===== src/rtl/uart_cmd_ctrl.sv =====
// UART command controller: turns received byte frames into register writes, reads,
// soft-reset and run pulses, and answers with read data, ACK/NAK or the error count.
module uart_cmd_ctrl #(
    parameter int DIN_W       = 32,
    parameter int DOUT_W      = 32,
    parameter int ADDR_BYTES  = 1,
    parameter int TIMEOUT_CYC = 2**20
) (
    input  logic                    clk,
    input  logic                    rst,
    input  logic                    rx_valid,
    input  logic [7:0]              rx_data,
    output logic                    tx_valid,
    input  logic                    tx_ready,
    output logic [7:0]              tx_data,
    output logic [8*ADDR_BYTES-1:0] addr,
    output logic [DIN_W-1:0]        wr_data,
    output logic                    wr_en,
    output logic                    rd_req,
    input  logic                    rd_ack,
    input  logic [DOUT_W-1:0]       rd_data,
    output logic                    swrst,
    output logic                    run,
    output logic [7:0]              err_cnt
);

    localparam int AW   = 8 * ADDR_BYTES;
    localparam int WB   = DIN_W / 8;
    localparam int RB   = DOUT_W / 8;
    localparam int MAXA = (ADDR_BYTES > WB) ? ADDR_BYTES : WB;
    localparam int MAXB = (MAXA > RB) ? MAXA : RB;
    localparam int CW   = $clog2(MAXB + 1);
    localparam int TW   = $clog2(TIMEOUT_CYC + 1);

    localparam logic [CW-1:0] ADDR_LAST = CW'(ADDR_BYTES - 1);
    localparam logic [CW-1:0] WR_LAST   = CW'(WB - 1);
    localparam logic [CW-1:0] RD_LAST   = CW'(RB - 1);
    localparam logic [TW-1:0] TO_LAST   = TW'(TIMEOUT_CYC - 1);

    localparam logic [7:0] CMD_WRITE  = 8'h10;
    localparam logic [7:0] CMD_READ   = 8'h20;
    localparam logic [7:0] CMD_SWRST  = 8'h30;
    localparam logic [7:0] CMD_RUN    = 8'h40;
    localparam logic [7:0] CMD_STATUS = 8'h50;
    localparam logic [7:0] ACK        = 8'hA5;
    localparam logic [7:0] NAK        = 8'h5A;

    typedef enum logic [2:0] {
        IDLE,
        ADDR,
        WDATA,
        WCOMMIT,
        RWAIT,
        RDATA,
        RESP
    } state_t;

    state_t              state;
    logic                is_read;
    logic [CW-1:0]       byte_cnt;
    logic [TW-1:0]       timer;
    logic [DOUT_W-1:0]   rd_buf;
    logic [AW-1:0]       addr_next;
    logic [DIN_W-1:0]    wdata_next;
    logic                timed_out;
    logic                err_event;
    logic                status_cmd;

    // Address shifts in MSB first; write data shifts in from the top so the first byte ends up lowest.
    always_comb begin
        addr_next        = addr << 8;
        addr_next[7:0]   = rx_data;
        wdata_next       = wr_data >> 8;
        wdata_next[DIN_W-1 -: 8] = rx_data;

        timed_out = 1'b0;
        case (state)
            ADDR, WDATA: timed_out = !rx_valid && (timer == TO_LAST);
            RWAIT:       timed_out = !rd_ack && (timer == TO_LAST);
            default:     timed_out = 1'b0;
        endcase

        status_cmd = (state == IDLE) && rx_valid && (rx_data == CMD_STATUS);

        // All error sources collapse into one flag so a cycle never counts twice.
        err_event = timed_out;
        case (state)
            IDLE: begin
                if (rx_valid && !(rx_data inside {CMD_WRITE, CMD_READ, CMD_SWRST, CMD_RUN, CMD_STATUS}))
                    err_event = 1'b1;
            end
            WCOMMIT, RWAIT, RDATA, RESP: begin
                if (rx_valid)
                    err_event = 1'b1;
            end
            default: ;
        endcase
    end

    always_ff @(posedge clk or posedge rst) begin
        if (rst) begin
            state    <= IDLE;
            is_read  <= 1'b0;
            byte_cnt <= '0;
            timer    <= '0;
            rd_buf   <= '0;
            addr     <= '0;
            wr_data  <= '0;
            wr_en    <= 1'b0;
            rd_req   <= 1'b0;
            swrst    <= 1'b0;
            run      <= 1'b0;
            tx_valid <= 1'b0;
            tx_data  <= 8'h00;
            err_cnt  <= 8'h00;
        end else begin
            wr_en <= 1'b0;
            swrst <= 1'b0;
            run   <= 1'b0;

            if (status_cmd)
                err_cnt <= 8'h00;
            else if (err_event && err_cnt != 8'hFF)
                err_cnt <= err_cnt + 8'd1;

            case (state)
                IDLE: begin
                    if (rx_valid) begin
                        byte_cnt <= '0;
                        timer    <= '0;
                        case (rx_data)
                            CMD_WRITE: begin
                                is_read <= 1'b0;
                                state   <= ADDR;
                            end
                            CMD_READ: begin
                                is_read <= 1'b1;
                                state   <= ADDR;
                            end
                            CMD_SWRST: begin
                                swrst    <= 1'b1;
                                tx_data  <= ACK;
                                tx_valid <= 1'b1;
                                state    <= RESP;
                            end
                            CMD_RUN: begin
                                run      <= 1'b1;
                                tx_data  <= ACK;
                                tx_valid <= 1'b1;
                                state    <= RESP;
                            end
                            CMD_STATUS: begin
                                tx_data  <= err_cnt;
                                tx_valid <= 1'b1;
                                state    <= RESP;
                            end
                            default: begin
                                tx_data  <= NAK;
                                tx_valid <= 1'b1;
                                state    <= RESP;
                            end
                        endcase
                    end
                end

                ADDR: begin
                    if (rx_valid) begin
                        addr  <= addr_next;
                        timer <= '0;
                        if (byte_cnt == ADDR_LAST) begin
                            byte_cnt <= '0;
                            if (is_read) begin
                                rd_req <= 1'b1;
                                state  <= RWAIT;
                            end else begin
                                state  <= WDATA;
                            end
                        end else begin
                            byte_cnt <= byte_cnt + 1'b1;
                        end
                    end else if (timed_out) begin
                        state <= IDLE;
                    end else begin
                        timer <= timer + 1'b1;
                    end
                end

                WDATA: begin
                    if (rx_valid) begin
                        wr_data <= wdata_next;
                        timer   <= '0;
                        if (byte_cnt == WR_LAST) begin
                            byte_cnt <= '0;
                            wr_en    <= 1'b1;
                            state    <= WCOMMIT;
                        end else begin
                            byte_cnt <= byte_cnt + 1'b1;
                        end
                    end else if (timed_out) begin
                        state <= IDLE;
                    end else begin
                        timer <= timer + 1'b1;
                    end
                end

                WCOMMIT: begin
                    tx_data  <= ACK;
                    tx_valid <= 1'b1;
                    state    <= RESP;
                end

                // First read byte is offered straight from rd_data; the rest drain from rd_buf.
                RWAIT: begin
                    if (rd_ack) begin
                        rd_req   <= 1'b0;
                        tx_data  <= rd_data[DOUT_W-1 -: 8];
                        rd_buf   <= rd_data << 8;
                        tx_valid <= 1'b1;
                        byte_cnt <= '0;
                        state    <= RDATA;
                    end else if (timed_out) begin
                        rd_req   <= 1'b0;
                        tx_data  <= NAK;
                        tx_valid <= 1'b1;
                        state    <= RESP;
                    end else begin
                        timer <= timer + 1'b1;
                    end
                end

                RDATA: begin
                    if (tx_valid && tx_ready) begin
                        if (byte_cnt == RD_LAST) begin
                            tx_valid <= 1'b0;
                            state    <= IDLE;
                        end else begin
                            byte_cnt <= byte_cnt + 1'b1;
                            tx_data  <= rd_buf[DOUT_W-1 -: 8];
                            rd_buf   <= rd_buf << 8;
                        end
                    end
                end

                RESP: begin
                    if (tx_valid && tx_ready) begin
                        tx_valid <= 1'b0;
                        state    <= IDLE;
                    end
                end

                default: state <= IDLE;
            endcase
        end
    end

endmodule


===== config.mk =====
export PLATFORM = sky130hd
export DESIGN_NAME = uart_cmd_ctrl
export DESIGN_NICKNAME = d
export VERILOG_FILES = /design/src/rtl/uart_cmd_ctrl.sv
export SDC_FILE = /design/constraint.sdc
export NUM_CORES = 1
export LEC_CHECK = 0
export CAP_MARGIN = 30
export CELL_PAD_IN_SITES_DETAIL_PLACEMENT = 2
export CELL_PAD_IN_SITES_GLOBAL_PLACEMENT = 2
export CORE_AREA = 2 2 122 135
export CTS_BUF_LIST = sky130_fd_sc_hd__clkbuf_4 sky130_fd_sc_hd__clkbuf_8
export DETAILED_ROUTE_END_ITERATION = 10
export DIE_AREA = 0 0 124 137
export GPL_ROUTABILITY_DRIVEN = 1
export PLACE_DENSITY = 0.95
export SYNTH_ARGS = -nofsm -noshare
export SYNTH_HDL_FRONTEND = slang
export SYNTH_SLANG_ARGS = --single-unit

===== constraint.sdc =====
create_clock -name clk -period 6.8 [get_ports clk]
set_clock_uncertainty 0.05 [all_clocks]
set_input_delay 1.02 -clock clk [delete_from_list [all_inputs] [get_ports clk]]
set_output_delay 1.02 -clock clk [all_outputs]
set_load 0.02 [all_outputs]

==> results of run 1 <==
per-stage QoR:
| step | hold WS, ns | worst slack, ns | power [mW] |
|---|---|---|---|
| 4_1_cts | 0.468 | 3.18 | 3.43 |
| 3_3_place_gp | 0.438 | 3.07 | 2.56 |
| 3_5_place_dp | 0.451 | 2.72 | 2.74 |
| 2_1_floorplan | 0.425 | 2.74 | 2.04 |
| 6_report | 0.464 | 3.41 | 3.42 |
| 5_1_grt | 0.485 | 3.24 | 3.62 |
metal layers:
layer / up-vias / global-route usage, %
met2: 153 / 48.1
met1: 2495 / 27.7
li1: 2158 / -
met4: 0 / 12.5
met3: 56 / 5.67
met5: - / 0
cells by family (layout without fill, tap and decap cells):
family,count (synthesis),count (layout),synth area share (%)
AOI/OAI and AO/OA,125,125,14.4
buffers and inverters,51,162,3.46
xor gates and xnor gates,18,18,2.78
muxes,71,71,13.6
DFF,113,113,49.8
and+or+nand+nor,169,169,14.6
adders and majority gates,6,6,1.32
area by class of cell:
class	instances	area, µm²	share of cell area [%]
Inverter	21	81.3	1.11
Multi-Input combinational cell	389	2660	36.5
Clock inverter	10	110	1.51
Timing Repair Buffer	109	1080	14.8
Sequential cell	113	2830	38.7
Tap cell	200	250	3.43
Clock buffer	22	284	3.89
power by group:
part	internal (mW)	switching, mW	leakage (nW)
Clock	0.354	0.289	0.207
Sequential	0.932	0.279	1.39
Combinational	0.694	0.871	1.56
cells in the mapped netlist, drive strengths merged (6+ instances only):
cell,count,area (µm²)
dfrtp,113,2830
nor2,58,218
mux2,48,541
a21oi,43,215
nand2,33,124
o21ai,32,171
mux2i,23,230
clkbuf,21,78.8
inv,21,78.8
nand3,19,95.1
xor2,14,123
and3,11,68.8
nand2b,10,62.6
nor3,10,55.1
buf,9,38.8
o22ai,9,56.3
o2111ai,8,70.1
a22o,6,52.6
ha,6,75.1
or3,6,37.5
worst paths after layout:
path | from | end | slack (ns) | depth (start not counted)
worst min-delay path | wr_data[7]$_DFFE_PP0P_ | wr_data[7]$_DFFE_PP0P_ | 0.46 | 1
worst max register to register | state[2]$_DFFE_PP0P_ | state[1]$_DFFE_PP0P_ | 3.67 | 6
min in group asynchronous | rst | rd_buf[8]$_DFFE_PP0P_ | 0.93 | 2
worst min register to register | wr_data[7]$_DFFE_PP0P_ | wr_data[7]$_DFFE_PP0P_ | 0.46 | 1
max in group asynchronous | rst | addr[4]$_DFFE_PP0P_ | 4.42 | 3
worst max-delay path | rx_data[0] | tx_data[3]$_DFFE_PP0P_ | 3.41 | 7
flip-flops by register name, summed over array words and instances, names as in the netlist:
register,count
wr_data,32
rd_req,1
addr,8
is_read,1
tx_valid,1
swrst,1
timer,21
tx_data,8
state,3
run,1
wr_en,1
rd_buf,24
err_cnt,8
byte_cnt,3
==> results.py, run 1 <==
metrics = {
    "clocking": {
        "cts_root_buf": "clkbuf_8",
        "postCtsHoldBufs": 0,
        "htree_levels": 4,
        "cts_buffers": 17,
        "cts.sinks": 113,
        "cts_setup_buffers": 0,
        "clk_pin_slew_ns": 0.07,
        "cts_resized": 0,
        "clk_latency_ns": 0.47,
        "max-clock-path-buffers": 2,
        "cts_tree": "built",
    },
    "sta": {
        "period_share_pct": 49.8,
        "hold_viol": 0,
        "slew_headroom_pct": 34.6,
        "fmax_ghz": 0.295,
        "worst_pin_slew_ns": 0.976,
        "maxSlewViolCount": 0,
        "fin_setup_tns_ns": 0,
        "rsz0062_at_grt": "no",
        "finalSetupViolCount": 0,
        "period_minus_slack_ns": 3.39,
    },
    "yosys": {
        "synthCells": 553,
        "ys_seq_elements": 113,
        "syn_area_per_cell_um2": 10.3,
        "ys_warn_count": 0,
        "synth_edf_count": 0,
        "syn_area_mm2": 0.00567,
        "ys_seq_area_share_pct": 49.8,
        "ys_types": 53,
        "synth_nets": 604,
        "async_flop_share_pct": 100,
        "synth_ff_type": "dfrtp_1",
    },
    "floorplan": {
        "io_pins": 106,
        "die_h_um": 137,
        "design.die.area_mm2": 0.0170,
        "initial_utilization_pct": 36.3,
        "die_w_um": 124,
        "rows": 48,
        "core_mm2": 0.0156,
    },
    "place": {
        "dp.cells": 831,
        "numPortBuffers": 105,
        "place.gp.congestion": 0.884,
        "placed_cell_area_mm2": 0.00690,
        "post-dp-hpwl_mm": 14.6,
    },
    "pwr": {
        "cellPowerDensity_mw_per_mm2": 469,
        "leakage_nw": 3.16,
        "vdd_drop_max_mv": 0.154,
    },
    "finish": {
        "mostFrequentLayoutCells": "dfrtp_1 (113), clkdlybuf4s50_1 (105), nor2_1 (56), mux2_2 (48), a21oi_1 (42)",
        "syn2layout_area_growth_pct": 28.6,
        "num-nets-final": 702,
        "drive_above_1_share_pct": 15.1,
        "fillers": 1613,
        "final_common_cell": "dfrtp_1",
        "fin_area_mm2": 0.00730,
        "instances_no_fill": 864,
        "final_core_util_pct": 46.7,
        "diodes": 0,
    },
    "global_route": {
        "grtUsageTotal_pct": 26.0,
        "grt_pass1_wl_mm": 32.6,
        "grt_pass1_vias": 5596,
        "grt.overflow.total": 0,
        "grt_antenna_before_repair": 0,
        "grt_max_degree": 72,
    },
    "route": {
        "top_layer_used": "met4",
        "wl_met2_mm": 11.3,
        "drt-met1-wl_mm": 7.80,
        "num_vias": 4862,
        "firstDrtPassIters": 4,
        "totalWireLength_mm": 20.7,
        "vias_per_cell": 5.63,
        "drc": 0,
        "wl_met3_um": 929,
        "routedWlPerCell_um": 24.0,
        "drtIter0Drc": 237,
        "postRouteAntennaNets": 0,
    },
    "status": {
        "status": "complete, no violations",
    },
    "setup_path": {
        "crit_top_cell": "or4_4",
        "cp_top_family": "simple AND/OR/NAND/NOR gates",
        "required_ns": 7.09,
        "end_kind": "register",
        "cpMaxStageDelayCell": "or4_4",
        "worstPathCellList": "clkdlybuf4s50_1 > or4_4 > or4_4 > a21oi_1 > nor2_1 > o21ai_4 > mux2_2",
        "max_stage_delay_ns": 0.59,
        "crit_type": "in -> reg",
        "crit_fanout": 8,
        "arrival_ns": 3.68,
        "worstSetupStartpointType": "input port",
        "critPathBufInv": 1,
    },
    "flow_run": {
        "cap_violations": 0,
    },
    "worst_hold_path": {
        "hold_path.class": "reg -> reg",
    },
}
(Power assumes the default switching activity.)
==> run 2, diff against run 1 <==
--- a/config.mk
+++ b/config.mk
@@ -8,12 +8,12 @@
 export CAP_MARGIN = 30
 export CELL_PAD_IN_SITES_DETAIL_PLACEMENT = 2
 export CELL_PAD_IN_SITES_GLOBAL_PLACEMENT = 2
-export CORE_AREA = 2 2 122 135
+export CORE_AREA = 2 2 132 147
 export CTS_BUF_LIST = sky130_fd_sc_hd__clkbuf_4 sky130_fd_sc_hd__clkbuf_8
 export DETAILED_ROUTE_END_ITERATION = 10
-export DIE_AREA = 0 0 124 137
+export DIE_AREA = 0 0 134 149
 export GPL_ROUTABILITY_DRIVEN = 1
-export PLACE_DENSITY = 0.95
+export PLACE_DENSITY = 0.88
 export SYNTH_ARGS = -nofsm -noshare
 export SYNTH_HDL_FRONTEND = slang
 export SYNTH_SLANG_ARGS = --single-unit
==> constraint.sdc (replaced) <==
create_clock -name clk -period 3 [get_ports clk]
set_clock_uncertainty 0.05 [all_clocks]
set_input_delay 0.45 -clock clk [delete_from_list [all_inputs] [get_ports clk]]
set_output_delay 0.45 -clock clk [all_outputs]
set_load 0.02 [all_outputs]
==> run 2 against run 1 <==
  * Highest routed layer unchanged
  * First-iteration DRC count fell by 14%
  * Combinational power grew 130%
  * Largest cell class unchanged
  * Largest power group unchanged
  * Critical endpoint is now tx_data[7]$_DFFE_PP0P_
  * Final cell count increased by 7.6%
  * Via count shrank 0.21%
  * Count of clock-buffer cells in the layout unchanged
==> results.py, run 2 (synthesized netlist as in run 1, its figures left out) <==
metrics = {
    "sta": {
        "period_minus_slack_ns": 2.68,
        "fmax_ghz": 0.373,
        "layout_setup_ws_ns": 0.317,
        "rsz0062_at_grt": "no",
        "slew_headroom_pct": 56.6,
        "worst_pin_slew_ns": 0.647,
        "fin_setup_tns_ns": 0,
        "finalSetupViolCount": 0,
        "maxSlewViolCount": 0,
        "hold_viol": 0,
        "period_share_pct": 89.4,
        "whs_ns": 0.276,
    },
    "setup_path": {
        "required_ns": 3.29,
        "crit_type": "in -> reg",
        "arrival_ns": 2.98,
        "worstSetupStartpointType": "input port",
        "end_kind": "register",
        "crit_fanout": 8,
    },
    "clocking": {
        "cts_root_buf": "clkbuf_8",
        "clk_pin_slew_ns": 0.08,
        "cts_resized": 0,
        "max-clock-path-buffers": 2,
        "cts_buffers": 17,
        "htree_levels": 4,
        "cts_setup_buffers": 0,
        "clk_latency_ns": 0.46,
        "cts_tree": "built",
        "postCtsHoldBufs": 0,
        "cts.sinks": 113,
    },
    "route": {
        "firstDrtPassIters": 4,
        "postRouteAntennaNets": 0,
        "totalWireLength_mm": 20.3,
        "routedWlPerCell_um": 21.8,
        "drc": 0,
        "vias_per_cell": 5.22,
        "drtIter0Drc": 204,
        "num_vias": 4852,
    },
    "global_route": {
        "grt.overflow.total": 0,
        "grtUsageTotal_pct": 21.0,
        "grt_pass1_vias": 5560,
        "grt_antenna_before_repair": 0,
        "grt_pass1_wl_mm": 31.9,
        "grt_max_degree": 51,
    },
    "finish": {
        "drive_above_1_share_pct": 17.3,
        "num-nets-final": 721,
        "reg_top3": "wr_data: 32 flops, rd_buf: 24 flops, timer: 21 flops",
        "fin_area_mm2": 0.00752,
        "diodes": 0,
        "final_common_cell": "dfrtp_1",
        "syn2layout_area_growth_pct": 32.6,
        "largest_reg_flops": 32,
        "regMostFlops": "wr_data",
        "mostFrequentLayoutCells": "dfrtp_1 (113), clkdlybuf4s50_1 (105), nor2_1 (56), mux2_2 (48), a21oi_1 (43)",
    },
    "floorplan": {
        "rows": 53,
        "die_w_um": 134,
        "design.die.area_mm2": 0.0200,
        "initial_utilization_pct": 30.5,
        "core_mm2": 0.0186,
        "io_pins": 106,
        "die_h_um": 149,
    },
    "pwr": {
        "cellPowerDensity_mw_per_mm2": 1020,
        "p_clk_share_pct": 18.0,
        "seq_power_share_pct": 34.5,
        "internal_power_mw": 4.48,
        "leakage_nw": 3.25,
        "p_sw_share_pct": 41.4,
        "p_sw_mw": 3.17,
        "p_comb_share_pct": 47.5,
        "vdd_drop_max_mv": 0.396,
    },
    "flow_run": {
        "cap_violations": 0,
    },
    "place": {
        "place.gp.congestion": 0.842,
        "detailedPlace.worstSlack_ns": -0.136,
        "placed_cell_area_mm2": 0.00715,
        "numPortBuffers": 105,
        "post-dp-hpwl_mm": 14.6,
    },
    "status": {
        "status": "complete, no violations",
    },
    "worst_hold_path": {
        "hold_path.class": "in -> async",
    },
}
[run 2: cell types whose count changed in the layout (fill, tap and decap cells not counted), sizes merged]
cell and delta:
inv -1, clkinvlp +3, bufinv -1, buf +19, clkinv -1
[run 2: routing by layer]
| layer | GRT usage (%) | routed length (µm) | vias to the layer above |
|---|---|---|---|
| met1 | 22.8 | 7820 | 2471 |
| met3 | 4.89 | 863 | 48 |
| met4 | 9.95 | 662 | 0 |
| li1 | - | - | 2200 |
| met5 | 0 | 0 | - |
| met2 | 38.6 | 10900 | 133 |
[run 2: power groups by stage]
stage	Clock, mW	Combinational (mW)	Sequential (mW)
after floorplan	0	1.71	2.92
after global placement	0	3.37	2.56
after detailed placement	0	3.62	2.66
after CTS	1.41	3.67	2.64
after global routing	1.47	3.91	2.71
final	1.37	3.64	2.64
[run 2: final cells by class]
class / count / area, µm²
timing repair buffer: 128 / 1270
clock inverter: 10 / 86.3
inverter: 21 / 82.6
clock buffer: 22 / 284
multi-input combinational: 389 / 2660
fill: 1925 / 11100
tap: 247 / 309
sequential: 113 / 2830
[run 2: per-stage QoR]
| stage | instances | util [%] | power, mW |
|---|---|---|---|
| floorplan | 553 | - | 4.62 |
| global placement | 898 | 38.4 | 5.93 |
| detailed placement | 898 | 38.4 | 6.28 |
| CTS | 930 | 40.4 | 7.72 |
| global route | 930 | 40.4 | 8.09 |
| finish | 930 | 40.4 | 7.65 |
[run 2: worst paths after layout]
kind	startpoint	endpoint	slack, ns	cells past startpoint
max	rx_data[1]	tx_data[7]$_DFFE_PP0P_	0.32	7
min	rst	err_cnt[1]$_DFFE_PP0P_	0.28	2
max reg2reg	state[1]$_DFFE_PP0P_	state[1]$_DFFE_PP0P_	0.35	6
min reg2reg	wr_data[7]$_DFFE_PP0P_	wr_data[7]$_DFFE_PP0P_	0.46	1
max in group asynchronous	rst	rd_buf[9]$_DFFE_PP0P_	1.97	3
min in group clk	wr_data[7]$_DFFE_PP0P_	wr_data[7]$_DFFE_PP0P_	0.46	1
[run 2: worst max-delay path: stages]
cell	delay [ns]
clkdlybuf4s50_1	0.46
or4_4	0.58
or4_4	0.53
a21oi_1	0.16
nor2_1	0.09
o21ai_4	0.31
mux2_2	0.40
==> run 3, diff against run 2 <==
--- a/config.mk
+++ b/config.mk
@@ -9,7 +9,7 @@
 export CELL_PAD_IN_SITES_DETAIL_PLACEMENT = 2
 export CELL_PAD_IN_SITES_GLOBAL_PLACEMENT = 2
 export CORE_AREA = 2 2 132 147
-export CTS_BUF_LIST = sky130_fd_sc_hd__clkbuf_4 sky130_fd_sc_hd__clkbuf_8
+export CTS_BUF_LIST = sky130_fd_sc_hd__clkbuf_2 sky130_fd_sc_hd__clkbuf_4 sky130_fd_sc_hd__clkbuf_8
 export DETAILED_ROUTE_END_ITERATION = 10
 export DIE_AREA = 0 0 134 149
 export GPL_ROUTABILITY_DRIVEN = 1
==> results of run 3 <==
Same layout as run 2: the final DEF is identical, and so are final timing and power.
